`src/rtl/ssd_pkg.sv`:
```
// Shared seven-segment definitions: active-low {a,b,c,d,e,f,g,dp} glyphs and the BCD decoder.
package ssd_pkg;

   localparam logic [7:0] SSD_0     = 8'h03;
   localparam logic [7:0] SSD_1     = 8'h9F;
   localparam logic [7:0] SSD_2     = 8'h25;
   localparam logic [7:0] SSD_3     = 8'h0D;
   localparam logic [7:0] SSD_4     = 8'h99;
   localparam logic [7:0] SSD_5     = 8'h49;
   localparam logic [7:0] SSD_6     = 8'h41;
   localparam logic [7:0] SSD_7     = 8'h1F;
   localparam logic [7:0] SSD_8     = 8'h01;
   localparam logic [7:0] SSD_9     = 8'h09;
   localparam logic [7:0] SSD_BLANK = 8'hFF;

   // Non-decimal codes light no segments; the decimal point is honoured regardless.
   function automatic logic [7:0] ssd_decode(input logic [3:0] bcd, input logic dp);
      logic [7:0] seg;
      case (bcd)
         4'd0:    seg = SSD_0;
         4'd1:    seg = SSD_1;
         4'd2:    seg = SSD_2;
         4'd3:    seg = SSD_3;
         4'd4:    seg = SSD_4;
         4'd5:    seg = SSD_5;
         4'd6:    seg = SSD_6;
         4'd7:    seg = SSD_7;
         4'd8:    seg = SSD_8;
         4'd9:    seg = SSD_9;
         default: seg = SSD_BLANK;
      endcase
      seg[0] = ~dp;
      return seg;
   endfunction

endpackage

```
`src/rtl/ssd_scan_tick.sv`:
```
// Refresh-slot timer: one-cycle tick every REFRESH_DIV clocks.
module ssd_scan_tick #(
   parameter int REFRESH_DIV = 100000,
   parameter int CNT_W       = 17
) (
   input  logic clk,
   input  logic rst,
   output logic tick
);

   logic [CNT_W-1:0] cnt;

   assign tick = (cnt == CNT_W'(REFRESH_DIV - 1));

   always_ff @(posedge clk) begin
      if (rst)
         cnt <= '0;
      else if (tick)
         cnt <= '0;
      else
         cnt <= cnt + CNT_W'(1);
   end

endmodule

```
`src/rtl/ssd_scan_ctrl.sv`:
```
// Multiplexed common-anode SSD scanner with tear-free frame update and leading-zero blanking.
module ssd_scan_ctrl
   import ssd_pkg::*;
#(
   parameter int NUM_DIGITS  = 4,
   parameter int REFRESH_DIV = 100000,
   parameter int CNT_W       = 17
) (
   input  logic                    clk,
   input  logic                    rst,
   input  logic                    load,
   input  logic [4*NUM_DIGITS-1:0] bcd_in,
   input  logic [NUM_DIGITS-1:0]   dp_in,
   input  logic                    blank_lz,
   output logic [NUM_DIGITS-1:0]   ssd_ctl,
   output logic [7:0]              segs,
   output logic                    frame_done
);

   localparam int IDX_W = (NUM_DIGITS > 1) ? $clog2(NUM_DIGITS) : 1;

   logic                    tick;
   logic                    wrap;
   logic [IDX_W-1:0]        idx;
   logic [4*NUM_DIGITS-1:0] act_bcd;
   logic [4*NUM_DIGITS-1:0] pend_bcd;
   logic [NUM_DIGITS-1:0]   act_dp;
   logic [NUM_DIGITS-1:0]   pend_dp;
   logic                    pend_v;
   logic [NUM_DIGITS-1:0]   lead_zero;
   logic [3:0]              dig_sel;
   logic                    blank;
   logic [7:0]              seg_next;
   logic [NUM_DIGITS-1:0]   ctl_next;

   ssd_scan_tick #(
      .REFRESH_DIV (REFRESH_DIV),
      .CNT_W       (CNT_W)
   ) u_tick (
      .clk  (clk),
      .rst  (rst),
      .tick (tick)
   );

   assign wrap = tick && (idx == IDX_W'(NUM_DIGITS - 1));

   always_ff @(posedge clk) begin
      if (rst)
         idx <= '0;
      else if (wrap)
         idx <= '0;
      else if (tick)
         idx <= idx + IDX_W'(1);
   end

   // The displayed frame only changes between scans, so a digit never shows half-old data.
   always_ff @(posedge clk) begin
      if (rst) begin
         act_bcd  <= '0;
         act_dp   <= '0;
         pend_bcd <= '0;
         pend_dp  <= '0;
         pend_v   <= 1'b0;
      end else if (wrap) begin
         if (load) begin
            act_bcd <= bcd_in;
            act_dp  <= dp_in;
         end else if (pend_v) begin
            act_bcd <= pend_bcd;
            act_dp  <= pend_dp;
         end
         pend_v <= 1'b0;
      end else if (load) begin
         pend_bcd <= bcd_in;
         pend_dp  <= dp_in;
         pend_v   <= 1'b1;
      end
   end

   // lead_zero[i] is set when digit i and every more significant digit are zero.
   always_comb begin
      logic run;
      run       = 1'b1;
      lead_zero = '0;
      for (int j = NUM_DIGITS - 1; j >= 0; j--) begin
         run          = run && (act_bcd[4*j +: 4] == 4'd0);
         lead_zero[j] = run;
      end
   end

   always_comb begin
      dig_sel  = act_bcd[4*int'(idx) +: 4];
      blank    = blank_lz && (idx != '0) && lead_zero[idx];
      seg_next = ssd_decode(dig_sel, act_dp[idx]);
      if (blank)
         seg_next[7:1] = 7'h7F;
      ctl_next = ~(NUM_DIGITS'(1) << idx);
   end

   always_ff @(posedge clk) begin
      if (rst) begin
         ssd_ctl    <= '1;
         segs       <= SSD_BLANK;
         frame_done <= 1'b0;
      end else begin
         ssd_ctl    <= ctl_next;
         segs       <= seg_next;
         frame_done <= wrap;
      end
   end

endmodule

```
`config.mk`:
```
export PLATFORM = sky130hd
export DESIGN_NAME = ssd_scan_ctrl
export DESIGN_NICKNAME = d
export VERILOG_FILES = /design/src/rtl/ssd_pkg.sv /design/src/rtl/ssd_scan_tick.sv /design/src/rtl/ssd_scan_ctrl.sv
export SDC_FILE = /design/constraint.sdc
export NUM_CORES = 1
export LEC_CHECK = 0
export BUFFER_PORTS_ARGS = -buffer_cell sky130_fd_sc_hd__buf_2
export CAP_MARGIN = 20
export CORE_UTILIZATION = 50
export CTS_CLUSTER_DIAMETER = 60
export CTS_CLUSTER_SIZE = 28
export DETAILED_ROUTE_END_ITERATION = 12
export PLACE_DENSITY_LB_ADDON = 0.3
export SYNTH_ARGS = -nofsm -noshare
export SYNTH_HDL_FRONTEND = slang
export SYNTH_SLANG_ARGS = --single-unit
```
`constraint.sdc`:
```
create_clock -name clk -period 5.2 [get_ports clk]
set_input_delay 0.78 -clock clk [delete_from_list [all_inputs] [get_ports clk]]
set_output_delay 0.78 -clock clk [all_outputs]
set_load 0.02 [all_outputs]
```
; ---- Yosys cells after proc, flatten, opt, wreduce, memory -nomap -nowiden
; Memories as Yosys holds them, arrays and structs flattened. A register that Yosys moved wholly into a read port is not among the register bits.
; Cells that the tools add are included.
[classes]
n_mux = 8
shifts = 2
n_bitwise = 3
n_addsub = 2
eq_ne = 2
magnitude_cmp = 1
n_reduce_logical = 17
[ops]
columns = operator, n
row1 = $mux W16, 2
row2 = $add A17 B1 Y17 const B, 1
row3 = $eq A17 B17 Y1 const B, 1
row4 = $logic_not A4 Y1, 4
row5 = $shiftx A16 B5 Y4, 1
row6 = $mux W4, 2
row7 = $logic_and A1 B1 Y1, 6
row8 = $reduce_or A2 Y1, 3
row9 = $bmux W1 S2, 2
row10 = $not A4 Y4, 1
row11 = $reduce_and A2 Y1, 2
row12 = $reduce_bool A2 Y1, 2
row13 = $shl A1 B2 Y4 const A, 1
row14 = $lt A2 B3 Y1 const B, 1
row15 = $add A2 B1 Y2 const B, 1
row16 = $eq A2 B2 Y1 const B, 1
row17 = $mux W1, 2
row18 = $not A1 Y1, 2
[word_totals]
wordCells = 46
memories = 1
regBits = 66
input_bits = 24
romBits = 112
[memory_table]
columns = name, depth, width, read_ports, rd_clocked_by_memory_dff, wr, line
row1 = (name not given), 16, 7, 1, 1, 0, ssd_pkg.sv:19  ; case (bcd)

; ---- Logic depth before layout (Yosys ltp)
[depth]
word_depth = 8
mapped_depth = 8

; ---- Hierarchy
; From an unflattened synthesis, not the netlist that was laid out.
[hier_totals]
cells_unflattened = 359
area_unflattened_um2 = 3274.4
[by_module_without_submodules]
columns = module, area_per_inst_um2, n_inst, seq_area_each_um2, cells_per_inst
row1 = ssd_scan_ctrl, 2477.4, 1, 1121.1, 271
row2 = ssd_scan_tick, 797.0, 1, 340.3, 88

; ---- Least setup slack after synthesis
; Ideal clock, no wire load.
[synth_timing]
path_kind = in2reg
startpoint = in load
endpoint = reg pend_bcd[0]
t_arrival_ns = 1.856
path_stages = 5
slack_ns = 3.281
setup_time_ns = 0.062
cell_sequence = buf_2 > buf_1 > buf_1 > nand4b_1 > nand3_1
[synth_via]
elab_chain_cells = 1
[synth_rtl]
columns = element, line
row1 = "start, declared", ssd_scan_ctrl.sv:11  ; input logic load,
row2 = $reduce_and A2 Y1 (no line), n/a
row3 = "end signal, assigned", ssd_scan_ctrl.sv:74  ; pend_bcd <= bcd_in;
row4 = "end, declared", ssd_scan_ctrl.sv:26  ; logic [4*NUM_DIGITS-1:0] pend_bcd;
; Every way passes these cells.
; A chain may end at the register's enable or synchronous reset.

; ---- Final worst setup path
[layout_timing]
startpoint = in load
endpoint = reg act_bcd[7]
[layout_via]
elab_chain_cells = 2
elab_cells_between_ends = 3
classes_between = 1 x mux / 2 x reduce/logical
[layout_rtl]
columns = element, line
row1 = $reduce_bool A2 Y1 (no line), n/a
row2 = $reduce_and A2 Y1 (no line), n/a
row3 = "end signal, assigned", ssd_scan_ctrl.sv:66  ; act_bcd <= bcd_in;
row4 = "end signal, assigned", ssd_scan_ctrl.sv:69  ; act_bcd <= pend_bcd;
row5 = "end, declared", ssd_scan_ctrl.sv:25  ; logic [4*NUM_DIGITS-1:0] act_bcd;
; Several ways; a longest one is shown, not always the timed one.

==> summary by stage <==
Placement
The detailed placement HPWL is 5.14 mm. The post-placement cell count is ~560. The last weighted congestion value of the routability-driven placer is 0.816. The number of port buffers is 36.

Critical path
The endpoint of the worst-slack reg-to-reg timing path is segs[3]. The critical path goes through buf_2 > buf_4 > o21ai_2 > buf_4 > o41ai_1. On the worst path, the slowest cell contributes a delay of between 0.6 and 0.7 ns. The worst endpoint data arrival time is 2.57 ns. For flop-to-flop paths, the worst setup slack is 2.97 ns. The kind of start point of the critical path is a primary input. The largest individual stage delay along the critical path comes from the cell sky130_fd_sc_hd__buf_4. The kind of cell with the highest combined delay along the critical path is buffers and inverters. The critical path in this run is classified as primary input to flip-flop. The beginning of the worst register-to-register path is idx[0]. The number of cells traversed by the worst register-to-register path is 6. At the worst endpoint, the required time is around 5.4 ns. The highest net fanout along the worst path is 82. STA classifies the critical path endpoint as a flip-flop. The count of buffering cells on the critical path with inverters included is 3.

In this design, the critical path's most frequently occurring cell is sky130_fd_sc_hd__buf_4.

Route
The wire length on met1 is between 4 and 5 mm. The average via count per standard cell is 5.87. The initial detailed-routing violation count is roughly 200. Once detail routing completed, the nets flagged for antenna violations numbered 0. Detailed routing placed a total of 289 um of wire on met3. In the final routed layout, each cell accounts on average for approximately 14 um. In the detailed route, the total length drawn on met2 is 3.55 mm. The first detailed-routing pass took 4 iterations. Summed over all layers, the routed wires come to roughly 8.2 mm.

The highest metal layer with signal wires is met4. The count of unresolved DRC violations after routing is 0. The detailed router placed 3395 vias in this run.

Flow run
Max-cap violations in this run came to 0.

STA
The final number of hold-violating endpoints is 0. The slew of the pin with the lowest slew margin is roughly 0.88 ns. Summed over all failing endpoints, the final setup total negative slack is 0 ns. Setup violations remaining at the end of the flow were counted as 0. Headroom to the max-slew limit came out at 41.1%. Setup repair after global routing left no endpoint under its margin. The final critical path time including I/O delays and setup is 2.34 ns. The number of pins with negative max-slew slack in the final report was 0. Based on the critical path, the design can be clocked at up to 427 MHz.

On the final layout, the worst clock skew is 0.00998 ns. The final cycle utilization of the critical path is 45.0%.

Finish
The utilization after layout is 57.0%. The growth of design area from synthesis to finish is 9.61%. The net count of the finished layout is 506. Leaving out fill and tap cells, the most frequent cell in the layout is sky130_fd_sc_hd__dfxtp_1. The proportion of layout cells with a drive suffix above 1 is between 10% and 20%.

Leaving out fill and tap cells, the most frequent cells in the layout are sky130_fd_sc_hd__dfxtp_1, sky130_fd_sc_hd__buf_2, sky130_fd_sc_hd__nor2_1. Excluding fillers, the count of instances in the completed layout stands at around 580. The number of antenna diodes in the final layout is 0.

Synth
The area share of and/or/nand/nor cells after synthesis is 30.0%. Summing the areas of all xor and xnor instances in the mapped netlist gives between 3 and 4% of the synthesized area. Yosys printed 0 warnings.

The mean instance size in the synthesized netlist is 8.75 sq um. After synthesis, flip-flops and latches occupy a little over a third of the total area. In the synthesized netlist, mux cells make up between 7 and 8% of the area. The main combinational cell family by area after synthesis is simple AND/OR/NAND/NOR gates. After synthesis, the cell types taking the most area are sky130_fd_sc_hd__dfxtp_1, sky130_fd_sc_hd__mux2i_1, sky130_fd_sc_hd__nand4b_1. The count of state elements after synthesis is 73. After synthesis, the largest area contributor takes up between 30% and 40% of total cell area. The summed instance area of the synthesized netlist is just over 4000 sq um. The count of mapped cells out of synthesis is 464. The netlist uses between 40 and 50 different library cells. After Yosys synthesis, full adders, half adders and majority gates account for around 3.4% of the synthesized area. The largest total area in the synthesized netlist belongs to sky130_fd_sc_hd__dfxtp_1. The compound-cell area share of the yosys netlist is 12.9%. Counting every net in the synthesized netlist gives 499.

Pwr
The part of the total power dissipated in sequential elements is 49.8%. Per report_power, the combinational group accounts for 8.1% of the total. The part of the total power dissipated in the clock network is between 40% and 50%.

The switching power total is between 200 and 300 uW. The internal power is 903 uW. Power spread over the standard cell area amounts to 267 nW/um^2. Across the VDD grid, the largest voltage drop is about 140 uV.

Summed over all cells, the static leakage comes to 1.60 nW. Net switching is 23.9% of the power.

GRT
The first global-routing pass estimated 13.8 mm of wire. The global-route usage over all layers is 20.1%. Entering global routing, the biggest net connects just under 90 pins. The number of antenna violations at the first check in global routing is 0. The via count of the first global-routing pass is roughly 2900. Global routing finished with a remaining overflow of 0.

Clocking
The clock insertion delay at the later pin of the skew report is 0.35 ns. The number of setup buffers added after CTS is 0. The clock root buffer is sky130_fd_sc_hd__clkbuf_8. The number of clock buffers added by TritonCTS is 9.

The clock input transition at the sequential cells of the worst setup and hold paths is 0.08 ns. For this design, the CTS-stage hold fixing added 0 buffers. No sink is reached through more buffers than the 2 on the longest clock path. The count of cells resized by post-cts repair is 0. The clock tree synthesis step divided the H-tree into 3 levels. The CTS sink count is 73. TritonCTS built the clock tree.

Die
37 I/O pins were placed. In this run the horizontal extent of the chip is 92.1 um. For this configuration, the core starts out at a cell density of 52.0%. The floorplan step defined a die boundary enclosing 8490 sq um. The standard-cell row count is 32. After floorplanning, the core was sized to cover 7810 sq um.

The die boundary height is 92.1 um.

Outcome
The run finished with clean final reports.

Worst hold path
The hold path startpoint is u_tick.cnt[0]. The class of the worst hold path is flip-flop to flip-flop. The terminating pin of the worst hold path is u_tick.cnt[0].

Along the worst hold path, the cell count comes to 1.
==> cell usage after synthesis, drive strengths merged <==
cell type / n
a211oi: 1
ha: 11
xnor2: 13
dfxtp: 73
nand2: 26
a31o: 1
o21bai: 1
o211ai: 1
and3: 2
nor2b: 22
nor3: 5
o31ai: 1
a21o: 1
nand2b: 6
mux2i: 21
buf: 17
a31oi: 20
xor2: 2
nor4b: 2
nor4: 5
mux4: 5
a21oi: 5
or3b: 1
o41ai: 20
nand4b: 21
nor4bb: 1
inv: 13
nor2: 28
o311a: 1
a22oi: 1
and4bb: 2
nand3: 26
or2: 1
or3: 21
clkbuf: 29
or4: 3
o21ai: 27
nor3b: 21
nand4: 7
==> power by group through the flow <==
stage	logic, mW	clock network [mW]	registers, mW
6_report	0.0963	0.500	0.591
5_1_grt	0.106	0.541	0.594
4_1_cts	0.0960	0.513	0.591
3_5_place_dp	0.0959	0	0.604
3_3_place_gp	0.0932	0	0.603
2_1_floorplan	0.0653	0	0.606
==> registers in the layout, summed over array words and instances (netlist names) <==
register / cells
pend_v: 1
pend_bcd: 16
segs: 8
u_tick.cnt: 17
act_bcd: 16
pend_dp: 4
frame_done: 1
ssd_ctl: 4
idx: 2
act_dp: 4
==> stage by stage <==
step	area, sq um	hold slack [ns]	worst slack, ns	power, mW
after floorplan	4060	0.430	3.28	0.671
after global placement	4200	0.444	2.46	0.696
after detailed placement	4200	0.456	2.35	0.700
after CTS	4420	0.475	2.34	1.20
after global routing	4450	0.524	2.70	1.24
final	4450	0.475	2.86	1.19
==> how the worst max path moves through the flow <==
stage          slack (ns)  cells after the start             end          start
3_5_place_dp         2.35                      5   u_tick.cnt[9]  u_tick.cnt[0]
6_report             2.86                      5      act_bcd[7]           load
2_1_floorplan        3.28                      5     pend_bcd[0]           load
3_3_place_gp         2.46                      5   u_tick.cnt[6]  u_tick.cnt[0]
4_1_cts              2.34                      5  u_tick.cnt[12]  u_tick.cnt[0]
5_1_grt              2.70                      5      act_bcd[7]           load
==> final cells by class <==
type	instances	area, sq um
clock buffers	10	138
clock inverters	6	91.3
fillers	733	3360
inverters	13	48.8
multi-input cells	332	2340
flip-flops and latches	73	1460
well taps	102	128
repair buffers	42	245
==> routing by layer <==
metal	vias up	global-route usage, %
met5	-	0
met1	1604	29.4
met3	11	3.65
li1	1715	-
met2	65	28.8
met4	0	8.20
==> kinds of logic (layout without fill, tap and decap cells) <==
| logic type | Yosys count | after routing |
|---|---|---|
| AO/OA/AOI/OAI | 80 | 80 |
| XOR/XNOR | 15 | 15 |
| adder cells (fa/ha/maj) | 11 | 11 |
| buffers and inverters | 59 | 71 |
| flip-flops | 73 | 73 |
| multiplexers | 26 | 26 |
| AND/OR/NAND/NOR | 200 | 200 |
(Power assumes the default switching activity.)
